===== config.mk =====
export PLATFORM = sky130hd
export DESIGN_NAME = cpu_controller_fsm
export DESIGN_NICKNAME = d
export VERILOG_FILES = /design/src/rtl/cpu_controller_fsm.sv
export SDC_FILE = /design/constraint.sdc
export NUM_CORES = 1
export LEC_CHECK = 0
export ABC_AREA = 1
export BUFFER_PORTS_ARGS = -buffer_cell sky130_fd_sc_hd__clkbuf_2
export CAP_MARGIN = 20
export CORE_UTILIZATION = 49
export CTS_CLUSTER_SIZE = 25
export DETAILED_ROUTE_END_ITERATION = 8
export PLACE_DENSITY = 0.79
export SLEW_MARGIN = 20
export SYNTH_ARGS = -nofsm -noshare
export SYNTH_HDL_FRONTEND = slang
export SYNTH_SLANG_ARGS = --single-unit

===== constraint.sdc =====
create_clock -name clk -period 1.45 [get_ports clk]
set_clock_uncertainty 0.15 [all_clocks]
set_input_delay 0.145 -clock clk [delete_from_list [all_inputs] [get_ports clk]]
set_output_delay 0.145 -clock clk [all_outputs]
set_load 0.005 [all_outputs]

===== src/rtl/cpu_controller_fsm.sv =====
// Multi-cycle control FSM with instruction register. It decodes one 16-bit instruction
// and sequences the regfile/ALU datapath enables, selects and operation codes.
module cpu_controller_fsm #(
  parameter int IR_W   = 16,
  parameter int DATA_W = 16
) (
  input  logic              clk,
  input  logic              reset,
  input  logic [IR_W-1:0]   in,
  input  logic              load,
  input  logic              s,
  output logic              w,
  output logic [2:0]        readnum,
  output logic [2:0]        writenum,
  output logic              write,
  output logic              loada,
  output logic              loadb,
  output logic              loadc,
  output logic              loads,
  output logic              asel,
  output logic              bsel,
  output logic [1:0]        vsel,
  output logic [1:0]        shift,
  output logic [1:0]        ALUop,
  output logic [DATA_W-1:0] sximm8
);

  // state     | meaning
  // WAIT      | idle, w=1, IR loadable, s starts execution
  // DECODE    | classify IR, pick the first datapath step
  // WRITE_IMM | write sximm8 into Rn
  // GET_A     | read Rn into A
  // GET_B     | read Rm into B
  // EXEC      | ALU/shifter result into C, or flags into status for CMP
  // WRITE_REG | write C into Rd
  typedef enum logic [2:0] {
    S_WAIT, S_DECODE, S_WRITE_IMM, S_GET_A, S_GET_B, S_EXEC, S_WRITE_REG
  } state_t;

  typedef struct packed {
    logic       w;
    logic [2:0] readnum;
    logic [2:0] writenum;
    logic       write;
    logic       loada;
    logic       loadb;
    logic       loadc;
    logic       loads;
    logic       asel;
    logic [1:0] vsel;
    logic [1:0] shift;
    logic [1:0] alu_op;
  } ctl_t;

  localparam logic [2:0] OPC_MOV = 3'b110;
  localparam logic [2:0] OPC_ALU = 3'b101;

  state_t          state;
  state_t          state_nxt;
  logic [IR_W-1:0] ir;
  ctl_t            ctl_q;

  function automatic state_t next_state(input state_t st, input logic go,
                                        input logic [IR_W-1:0] instr);
    state_t nx;
    nx = S_WAIT;
    case (st)
      S_WAIT:   nx = go ? S_DECODE : S_WAIT;
      S_DECODE: begin
        if (instr[15:13] == OPC_MOV && instr[12:11] == 2'b10)      nx = S_WRITE_IMM;
        else if (instr[15:13] == OPC_MOV && instr[12:11] == 2'b00) nx = S_GET_B;
        else if (instr[15:13] == OPC_ALU)                          nx = S_GET_A;
        else                                                       nx = S_WAIT;
      end
      S_WRITE_IMM: nx = S_WAIT;
      S_GET_A:     nx = S_GET_B;
      S_GET_B:     nx = S_EXEC;
      S_EXEC:      nx = (instr[15:13] == OPC_ALU && instr[12:11] == 2'b01) ? S_WAIT : S_WRITE_REG;
      S_WRITE_REG: nx = S_WAIT;
      default:     nx = S_WAIT;
    endcase
    return nx;
  endfunction

  // Moore output table; evaluated for the state being entered so outputs come from flops.
  function automatic ctl_t ctl_for(input state_t st, input logic [IR_W-1:0] instr);
    ctl_t c;
    c = '0;
    case (st)
      S_WAIT: c.w = 1'b1;
      S_WRITE_IMM: begin
        c.writenum = instr[10:8];
        c.vsel     = 2'b01;
        c.write    = 1'b1;
      end
      S_GET_A: begin
        c.readnum = instr[10:8];
        c.loada   = 1'b1;
      end
      S_GET_B: begin
        c.readnum = instr[2:0];
        c.loadb   = 1'b1;
      end
      S_EXEC: begin
        c.shift = instr[4:3];
        if (instr[15:13] == OPC_MOV) begin
          c.asel  = 1'b1;
          c.loadc = 1'b1;
        end else begin
          c.alu_op = instr[12:11];
          if (instr[12:11] == 2'b01) c.loads = 1'b1;
          else                       c.loadc = 1'b1;
        end
      end
      S_WRITE_REG: begin
        c.writenum = instr[7:5];
        c.write    = 1'b1;
      end
      default: c = '0;
    endcase
    return c;
  endfunction

  always_comb state_nxt = next_state(state, s, ir);

  // IR only changes in WAIT, where the entered state's outputs never depend on it.
  always_ff @(posedge clk) begin
    if (reset) begin
      state <= S_WAIT;
      ir    <= '0;
      ctl_q <= ctl_for(S_WAIT, '0);
    end else begin
      if (state == S_WAIT && load) ir <= in;
      state <= state_nxt;
      ctl_q <= ctl_for(state_nxt, ir);
    end
  end

  assign w        = ctl_q.w;
  assign readnum  = ctl_q.readnum;
  assign writenum = ctl_q.writenum;
  assign write    = ctl_q.write & ~reset;
  assign loada    = ctl_q.loada & ~reset;
  assign loadb    = ctl_q.loadb & ~reset;
  assign loadc    = ctl_q.loadc & ~reset;
  assign loads    = ctl_q.loads & ~reset;
  assign asel     = ctl_q.asel;
  assign bsel     = 1'b0;
  assign vsel     = ctl_q.vsel;
  assign shift    = ctl_q.shift;
  assign ALUop    = ctl_q.alu_op;
  assign sximm8   = {{(DATA_W-8){ir[7]}}, ir[7:0]};

endmodule


==> out/results.tsv <==
metric	value	unit
Worst Reg2Reg Path Length in Cells	6	
Mapped Area	1620	um2
TritonCTS clock tree	built	
io pins	56	
total CTS buffers	5	
clock sink count	37	
Setup TNS	0	ns
share of async-settable or async-resettable flops after synthesis	0	
clk root buf	clkbuf_4	
Post-Syn Area per Cell	7.753	um2
worst setup path end	ir[15]	
Die Footprint	3541	um2
Peak Freq	0.7432	GHz
Setup Viol. Count Final	0	
clock slew at reported path FFs	0.11	ns
IO Port Bufs	53	
RSZ-0062 raised after global routing	false	
Synth Flop Type	dfxtp_1	
# DRC	0	
worst hold path type	input port to register	
Antenna Cells	0	
largest net degree at the start of global routing	24	
Total Nets Final	276	
vias per cell	4.465	
Vias	1344	
RePlAce Congestion	0.8858	
startpoint types	register	
sequential area share after synthesis	0.4571	
Area Overhead vs Synth	22.78	%
crit path DAT	1.43	ns
R2R Setup Slk	0.10	ns
DRT antenna net count	0	
layout cells sized above 1	0.3346	
FF-to-FF Start	state[1]	
final hold vios	0	
Final Non-Filler Cells	301	
FF-to-FF End	ir[15]	
Die X	59.51	um
First-pass DRT Iterations	4	
clk buf depth	2	
Synth Register Bits	37	
gr usage total	0.1814	
number of synthesized flops with an enable pin	0	
Initial Util	0.5222	
# H-tree levels	2	
core region area	3103	um2
Syn Inst Count	209	
final worst path period share	0.9280	
Pleak	0.0009403	uW
Worst EP required	1.54	ns
Final HPWL DP	2047	um
status	finished clean	
die height	59.51	um
start point of the critical path	state[1]	
gr ovfl total	0	
vias in the first global route	1163	
Post-Route WL	2878	um
Slew Viols, Final	0	
Warnings, synthesis	0	
Placed Cells	276	
first-pass GRT wire length	4726	um
Final min period	1.346	ns
FP Rows	20	
worst IR drop on VDD	534.8	uV
worst setup path category	register to register	
max_cap viols	0	
Pwr Total	1951	uW
initial antenna violation count	0	
wire length per cell	9.561	um
initial drt markers	28	
Crit. End Element	register	
count of cell types in the netlist	20	
Crit Path Max Fanout	23	
worst skew pair latency	0.34	ns
power per cell area	980.8	nW/um2
per-stage QoR:
| stage | hold slack [ns] | worst slack, ns | cell area [um2] | utilization |
|---|---|---|---|---|
| after floorplan | 0.06407 | 0.2563 | 1624 | - |
| after global placement | 0.2464 | 0.1130 | 1740 | 0.5609 |
| after detailed placement | 0.2514 | 0.1303 | 1740 | 0.5609 |
| after CTS | 0.08682 | 0.09320 | 1981 | 0.6383 |
| after global routing | 0.1200 | 0.0007848 | 1989 | 0.6411 |
| final | 0.08903 | 0.1044 | 1989 | 0.6411 |
Yosys cell counts (2+ instances only):
| cell | count | area share |
|---|---|---|
| a21oi_1 | 12 | 0.037 |
| buf_2 | 2 | 0.0062 |
| buf_4 | 29 | 0.13 |
| clkbuf_1 | 3 | 0.0069 |
| dfxtp_1 | 37 | 0.46 |
| inv_1 | 14 | 0.032 |
| inv_2 | 7 | 0.016 |
| nand2_1 | 21 | 0.049 |
| nand2_2 | 3 | 0.012 |
| nand3_1 | 8 | 0.025 |
| nand3_2 | 2 | 0.012 |
| nor2_1 | 44 | 0.10 |
| nor2_4 | 4 | 0.028 |
| o21ai_0 | 17 | 0.053 |
cells in the final DEF, fill, tap and decap left out, types with 4 or more instances in the layout:
cell type and count:
nand3_1 8, o21ai_0 17, dfxtp_1 35, nor2_1 44, a21oi_1 12, nor2_4 4
inv_1 14, clkbuf_4 5, clkbuf_2 53, nand2_1 21, dlygate4sd3_1 17, inv_2 7
state kept, by name, indices dropped and copies added, names as in the netlist:
register	cells
ir	16
ALUop	2
state	3
vsel	1
w	1
asel	1
readnum	3
writenum	3
shift	2
ctl_q	5
report_power, final:
group	switching [uW]	internal [uW]	leakage, uW
combinational	123	123	0.000596
clock	321	281	0.0000413
sequential	40.3	1060	0.000303
total	485	1470	0.000940
worst min-delay path by stage:
stage / start / endpoint / slack (ns) / depth (start not counted)
after global placement: in[6] / ir[6] / 0.25 / 3
after CTS: reset / ALUop[1] / 0.09 / 4
final: reset / ALUop[1] / 0.09 / 4
after detailed placement: in[6] / ir[6] / 0.25 / 3
after floorplan: reset / state[2] / 0.06 / 1
after global routing: reset / ALUop[0] / 0.12 / 4
layer usage:
metal	share of wire	wire length, um	GRT usage	up-vias
met3	0.046	133	0.06550	3
met5	0	0	0	-
met1	0.45	1293	0.2114	591
met2	0.50	1432	0.3082	35
li1	-	-	-	715
met4	0.0063	18	0.05980	0
layout make-up:
type	instances	area, um2
inverter	21	78.83
fill	297	1114
multi-input combinational	118	571.8
clock inverter	1	5.005
sequential	37	743.2
tap	44	55.05
clock buffer	7	65.06
timing repair buffer	73	470.5
kinds of logic (layout without fill, tap and decap cells):
logic type             count (synthesis)  in the layout  synth area share
AOI/OAI and AO/OA                     30             30           0.09653
other                                  1              2          0.002314
buffers and inverters                 55            102            0.1961
and+or+nand+nor                       86             86            0.2479
DFF                                   37             37            0.4571
worst max-delay path, stage by stage, from the launching register on:
cell and delay (ns):
dfxtp_1 0.42, inv_2 0.09, nand4_2 0.08, buf_4 0.22, inv_2 0.12, nor2_1 0.10
nor2_1 0.05
repair_timing:
action	4_1_cts	5_1_grt
endpoints found under the hold margin	17	0
setup buffers	0	0
setup endpoints to repair	0	1
hold buffers	17	0
resized for setup	0	3
(Power assumes the default switching activity.)
